## src/rtl/conv_pixel_feeder.sv

```systemverilog
// conv_pixel_feeder: streams one IMG_HEIGHT x IMG_WIDTH frame from a synchronous-read frame memory to a conv engine
// Ports: clk/rst_n (async active-low); start+base_addr begin a frame; mem_en/mem_addr/mem_rdata read the
// frame memory (data one cycle after mem_en); out_data/out_valid/out_ready/out_eol/out_last is the pixel
// stream in raster order; busy is high while a frame is in progress; done pulses once after the last pixel.
module conv_pixel_feeder #(
  parameter int DATA_WIDTH = 8,
  parameter int IMG_HEIGHT = 96,
  parameter int IMG_WIDTH  = 96,
  parameter int ADDR_WIDTH = 16
) (
  input  logic                  clk,
  input  logic                  rst_n,
  input  logic                  start,
  input  logic [ADDR_WIDTH-1:0] base_addr,
  output logic                  mem_en,
  output logic [ADDR_WIDTH-1:0] mem_addr,
  input  logic [DATA_WIDTH-1:0] mem_rdata,
  output logic [DATA_WIDTH-1:0] out_data,
  output logic                  out_valid,
  input  logic                  out_ready,
  output logic                  out_eol,
  output logic                  out_last,
  output logic                  busy,
  output logic                  done
);
  localparam int TOTAL = IMG_HEIGHT * IMG_WIDTH;
  localparam int CW = $clog2(TOTAL + 1);
  localparam int WW = $clog2(IMG_WIDTH + 1);
  localparam logic [CW-1:0] TOT = CW'(TOTAL);
  localparam logic [CW-1:0] LAST = CW'(TOTAL - 1);
  localparam logic [WW-1:0] COL_LAST = WW'(IMG_WIDTH - 1);
  localparam logic [0:0] IDLE = 1'b0;
  localparam logic [0:0] RUN = 1'b1;
  logic [0:0] state;
  logic [ADDR_WIDTH-1:0] base;
  logic [CW-1:0] rd_cnt, px_cnt;
  logic [WW-1:0] col_cnt;
  logic [DATA_WIDTH-1:0] fifo [2];
  logic wr_ptr, rd_ptr, rd_pending, push, pop;
  logic [1:0] fifo_count;
  assign busy = state == RUN;
  assign out_valid = fifo_count != 2'd0;
  assign out_data = fifo[rd_ptr];
  assign out_eol = out_valid && col_cnt == COL_LAST;
  assign out_last = out_valid && px_cnt == LAST;
  assign pop = out_valid && out_ready;
  assign push = rd_pending;
  assign mem_addr = base + ADDR_WIDTH'(rd_cnt);
  // Occupancy counts the read in flight, and a same-cycle pop frees a slot, so the FIFO can never overfill.
  assign mem_en = busy && rd_cnt < TOT &&
                  ({1'b0, fifo_count} + {2'b0, rd_pending} < 3'd2 + {2'b0, pop});
  always_ff @(posedge clk or negedge rst_n)
    if (!rst_n) begin
      state <= IDLE;
      base <= '0;
      rd_cnt <= '0;
      px_cnt <= '0;
      col_cnt <= '0;
      fifo[0] <= '0;
      fifo[1] <= '0;
      wr_ptr <= 1'b0;
      rd_ptr <= 1'b0;
      rd_pending <= 1'b0;
      fifo_count <= 2'd0;
      done <= 1'b0;
    end else begin
      done <= 1'b0;
      rd_pending <= mem_en;
      if (state == IDLE) begin
        if (start) begin
          state <= RUN;
          base <= base_addr;
          rd_cnt <= '0;
          px_cnt <= '0;
          col_cnt <= '0;
          wr_ptr <= 1'b0;
          rd_ptr <= 1'b0;
          fifo_count <= 2'd0;
        end
      end else begin
        if (mem_en) rd_cnt <= rd_cnt + 1'b1;
        if (push) begin
          fifo[wr_ptr] <= mem_rdata;
          wr_ptr <= ~wr_ptr;
        end
        if (pop) begin
          rd_ptr <= ~rd_ptr;
          px_cnt <= px_cnt + 1'b1;
          col_cnt <= out_eol ? '0 : col_cnt + 1'b1;
          if (out_last) begin
            state <= IDLE;
            done <= 1'b1;
          end
        end
        fifo_count <= fifo_count + {1'b0, push} - {1'b0, pop};
      end
    end
  assert property (@(posedge clk) disable iff (!rst_n) !(push && fifo_count == 2'd2));
endmodule
```

## config.mk

```make
export PLATFORM = sky130hd
export DESIGN_NAME = conv_pixel_feeder
export DESIGN_NICKNAME = d
export VERILOG_FILES = /design/src/rtl/conv_pixel_feeder.sv
export SDC_FILE = /design/constraint.sdc
export NUM_CORES = 1
export LEC_CHECK = 0
export CORE_MARGIN = 2
export CORE_UTILIZATION = 55
export DETAILED_ROUTE_END_ITERATION = 8
export PLACE_DENSITY_LB_ADDON = 0.08
export SLEW_MARGIN = 5
export SYNTH_ARGS = -nofsm -noshare
export SYNTH_HDL_FRONTEND = slang
export SYNTH_SLANG_ARGS = --single-unit
```

## constraint.sdc

```tcl
create_clock -name clk -period 3.8 [get_ports clk]
set_input_delay 0.95 -clock clk [delete_from_list [all_inputs] [get_ports clk]]
set_output_delay 0.95 -clock clk [all_outputs]
set_load 0.02 [all_outputs]
```

# Word-level counts from Yosys, hierarchy flattened
# Cells that the tools add are included.
[word_totals] register_bits=74 out_inout_bits=30 wordCells=77
[classes] n_addsub=8 magnitude_cmp=5 n_eq_ne=5 n_mux=29 n_bitwise=5 n_reduce_logical=13
[op_table] op="$mux W14" n=5
[op_table] op="$mux W8" n=4
[op_table] op="$add A14 B1 Y14 const B" n=2
[op_table] op="$mux W7" n=4
[op_table] op="$add A16 B14 Y16" n=1
[op_table] op="$bwmux W16" n=1
[op_table] op="$eq A14 B14 Y1 const B" n=1
[op_table] op="$lt A14 B14 Y1 const B" n=1
[op_table] op="$mux W1" n=12
[op_table] op="$reduce_and A2 Y1" n=5
[op_table] op="$demux W8 S1" n=1
[op_table] op="$add A7 B1 Y7 const B" n=1
[op_table] op="$eq A7 B7 Y1 const B" n=1
[op_table] op="$logic_and A1 B1 Y1" n=6
[op_table] op="$ge A2 B2 Y1 const B" n=2
[op_table] op="$mux W2" n=2
[op_table] op="$ne A2 B1 Y1 const B" n=2
[op_table] op="$not A1 Y2" n=2
[op_table] op="$reduce_bool A2 Y1" n=2
[op_table] op="$add A2 B1 Y3" n=1
[op_table] op="$add A2 B1 Y3 const A" n=1
[op_table] op="$lt A3 B3 Y1" n=1
[op_table] op="$not A1 Y1" n=3
[op_table] op="$add A2 B1 Y2" n=1
[op_table] op="3 further kinds" n=3

# Longest topological paths before layout
[depth] ltp_word=7 ltp_mapped=9 ltp_nobuf=9

# Worst setup path after synthesis
# OpenSTA, ideal clock, no wires.
[synth_timing] path_kind="register to output" start="reg rd_cnt[0]" end="out mem_addr[12]" arrival_time_ps=2213 t_required_ps=2850 path_slack_ps=637 stages_incl_launch_ff=8 n_path_buf=0 path_cell_list="dfrtp_1 -> ha_1 -> fa_1 -> a21o_1 -> a31o_2 -> a2111oi_0 -> a21oi_1 -> xor2_1"
[synth_via] elab_chain_len=1
[synth_lines] element="start, declared" line_no="36" source="logic [CW-1:0] rd_cnt, px_cnt;"
[synth_lines] element="start signal, assigned" line_no="81" source="if (mem_en) rd_cnt <= rd_cnt + 1'b1;"
[synth_lines] element="$add A16 B14 Y16" line_no="48" source="assign mem_addr = base + ADDR_WIDTH'(rd_cnt);"
[synth_lines] element="end, declared" line_no="16" source="output logic [ADDR_WIDTH-1:0] mem_addr,"
# Every way passes these cells.

# Final worst setup path
[layout_timing] start="reg base[0]" end="out mem_addr[8]"
[layout_via] elab_chain_len=1
[layout_lines] element="start, declared" line_no="35" source="logic [ADDR_WIDTH-1:0] base;"
[layout_lines] element="start signal, assigned" line_no="72" source="base <= base_addr;"
[layout_lines] element="$add A16 B14 Y16" line_no="48"
# Every way passes these cells.

==> results by group <==
Cells and area
  • # fillers: 590
  • Design area: 4990 um2
  • Inserted Diodes: 0
  • Most frequent cells in the layout: 90 x nand2_1, 74 x dfrtp_1, 48 x clkdlybuf4s50_1
  • Final core utilization: 69.1%
  • NumNets Final: 542
  • Layout area overhead: 21.9%
  • Layout cells sized above 1: 12.9%
  • Commonest non-fill, non-tap cell in the layout: nand2_1

Placed design
  • Port-buffer cells: 57
  • Pre-CTS WS: 0.169 ns
  • DP Area: 4810 um2
  • RePlAce Congestion: 0.929
  • Hpwl dp: 5950 um

STA
  • Post-route setup slack: 0.106 ns
  • Count of final setup violators: 0
  • Max-slew headroom: 35.9%
  • Final Max Slew Viols: 0
  • Setup TNS Final: 0 ns
  • RSZ-0062 raised after global routing: false
  • Post-route minimum period: 3.69 ns
  • F_max: 0.271 GHz
  • Measured slew at the worst slew-check pin: 0.961 ns
  • Final Hold Viols: 0
  • Skew final: 0.00587 ns
  • Final hold slack: 0.490 ns
  • Fin crit share: 97.2%

Routing
  • Initial DRC count: 208
  • Vias per inst: 5.49
  • WL final: 8280 um
  • Final ANT Viol Nets: 0
  • Number of detailed-route iterations in the first pass: 4
  • DRC Markers: 0
  • Wirelength per Cell: 13.9 um
  • Via Count: 3,274

Worst setup path
  • Critical path arrival: 2.74 ns
  • Worst R2R End: rd_cnt[4]$_DFFE_PN0P_
  • WP data required: 2.85 ns
  • Crit-path max FO: 3
  • R2R depth: 6
  • Worst R2R Setup Slack: 1.70 ns
  • Critical path's largest stage delay: 0.62 ns
  • Slowest stage cell on the critical path: clkdlybuf4s50_1
  • CP Class: reg -> out
  • Crit path capture: mem_addr[8]
  • Critical-path cell list: ha_1 > fa_1 > a21o_1 > a31o_2 > inv_1 > o21ai_0 > xor2_1 > clkdlybuf4s50_1
  • Critical R2R Launch: push$_DFF_PN0_
  • Crit. End Element: output port
  • Crit start category: flip-flop
  • Worst setup path startpoint: base[0]$_DFFE_PN0P_

Power and ir drop
  • Power Dens Cells: 728 nW/um2
  • Max rail drop VDD: 472 uV
  • Leakage: 2.34 nW

Logic synthesis
  • Synth Flop Type: dfrtp_1
  • Post-synth top area share: 45.3%
  • Leading area contributor after synthesis: dfrtp_1
  • Sequential-to-total area share from yosys stat: 45.3%
  • Post-Syn Instances: 428
  • Avg Inst Size Synth: 9.56 um2
  • Synthesized area: 4090 um2
  • Syn_nets: 478
  • Flops & latches, synth: 74
  • Number of flops mapped to enable cells by yosys: 0
  • Async set-reset flop share out of synthesis: 100%
  • Synth area leaders: dfrtp_1 45%, nand2_1 8.3%, mux2_2 6.9%
  • Synth unique cells: 54
  • Synth warn: 0

Floorplan
  • Die Y: 90.2 um
  • Site Rows: 31
  • Core Footprint: 7210 um2
  • Starting Density: 56.7%
  • Die area: 8140 um2
  • IO Count: 58
  • Die Width: 90.2 um

GRT
  • Grt ovf: 0
  • Tot GR Track Use: 22.0%
  • Largest net degree at the start of global routing: 44
  • First-pass GRT wire length: 14,700 um
  • GR peak layer: met2
  • Met1 Usage GRT: 29.0%
  • Vias in the first global route: 3,248
  • Initial antenna violation count: 0
  • M2 GR Usage: 35.7%
  • M3 GR Usage: 4.36%

Status
  • Status: completed

Clocking
  • Num Clock Sinks: 74
  • CTS buffer count: 9
  • H-tree Lvls: 3
  • Longest Clk Path Bufs: 2
  • Clock Tree Root: clkbuf_8
  • CTS tree: done
  • CTS Hold Buffers Added: 0
  • Clock Pin Slew Worst Setup and Hold Paths: 0.08 ns
  • Worst skew pair latency: 0.34 ns

Min path
  • Hold Crit Class: reg -> reg

Flow run
  • Max cap viols: 0
-- synth_stat cells (all sizes together), types with 3 or more instances --
master and count:
clkbuf 9, nor2 29, mux2 25, xnor2 10, nand3 20, nand4 8
o211ai 4, and3 4, dfrtp 74, a21oi 21, xor2 16, ha 21
inv 11, mux2i 5, and4 5, nand2 90, o21ai 29, nand2b 4
a21o 3, buf 4
-- final cells by class --
cell class | count | area (um2) | area share, %
clock buffers | 10 | 138 | 2.76
clock inverters | 6 | 32.5 | 0.652
inverters | 11 | 41.3 | 0.828
multi-input cells | 330 | 2160 | 43.3
flip-flops and latches | 74 | 1850 | 37.1
well taps | 99 | 124 | 2.48
repair buffers | 66 | 643 | 12.9
-- report_power, final --
part           internal, mW  leakage [nW]  total [mW]  switching (mW)
Clock                 0.249        0.0916       0.536           0.287
Sequential             1.02         0.916        1.23           0.210
Combinational         0.928          1.33        1.87           0.942
-- state kept, by name, summed over array words and instances (netlist names) --
signal and count:
fifo 16, busy 1, push 1, px_cnt 14, rd_cnt 14, done 1
rd_ptr 1, col_cnt 7, base 16, fifo_count 2, wr_ptr 1
-- critical path: cells and delay by family (launching register included) --
kind / cells / cell delay [ns]
flip-flops: 1 / 0.39
XOR/XNOR: 1 / 0.14
buffers and inverters: 2 / 0.67
adder cells (fa/ha/maj): 2 / 0.63
AO/OA/AOI/OAI: 3 / 0.57
-- kinds of logic (layout without fill, tap and decap cells) --
logic type      Yosys count  in the layout  share of synthesized area (%)
buf+inv                  24             93                           2.29
fa+ha+maj                22             22                           6.91
compound gates           78             78                           11.9
simple gates            174            174                           19.9
flops                    74             74                           45.3
mux                      30             30                           8.11
xor+xnor                 26             26                           5.57
-- worst min path at each step --
stage                           startpoint  depth (start not counted)                     end  slack, ns
CTS                 col_cnt[6]$_DFFE_PN0P_                          1  col_cnt[6]$_DFFE_PN0P_       0.49
global route          base[10]$_DFFE_PN0P_                          2    base[10]$_DFFE_PN0P_       0.51
detailed placement  col_cnt[6]$_DFFE_PN0P_                          1  col_cnt[6]$_DFFE_PN0P_       0.47
global placement    px_cnt[13]$_DFFE_PN0P_                          1  px_cnt[13]$_DFFE_PN0P_       0.46
finish              col_cnt[6]$_DFFE_PN0P_                          1  col_cnt[6]$_DFFE_PN0P_       0.49
floorplan           px_cnt[13]$_DFFE_PN0P_                          1  px_cnt[13]$_DFFE_PN0P_       0.44
-- layer usage --
metal | wire length [um] | vias to the layer above
met5 | 0 | -
met4 | 212 | 0
met3 | 272 | 20
met2 | 3930 | 67
met1 | 3860 | 1552
li1 | - | 1635
-- what timing repair did --
| item | CTS | global route |
|---|---|---|
| resized for setup | 7 | 5 |
| endpoints found under the hold margin | 0 | 0 |
| buffers inserted | 0 | 0 |
| pin swaps | 1 | 1 |
| setup endpoints to repair | 5 | 4 |
-- metrics by stage --
stage / cells / power, mW
after floorplan: 428 / 2.44
after global placement: 580 / 3.08
after CTS: 596 / 3.68
after detailed placement: 580 / 3.13
final: 596 / 3.63
after global routing: 596 / 3.92
Power figures use the tool's default switching activity.
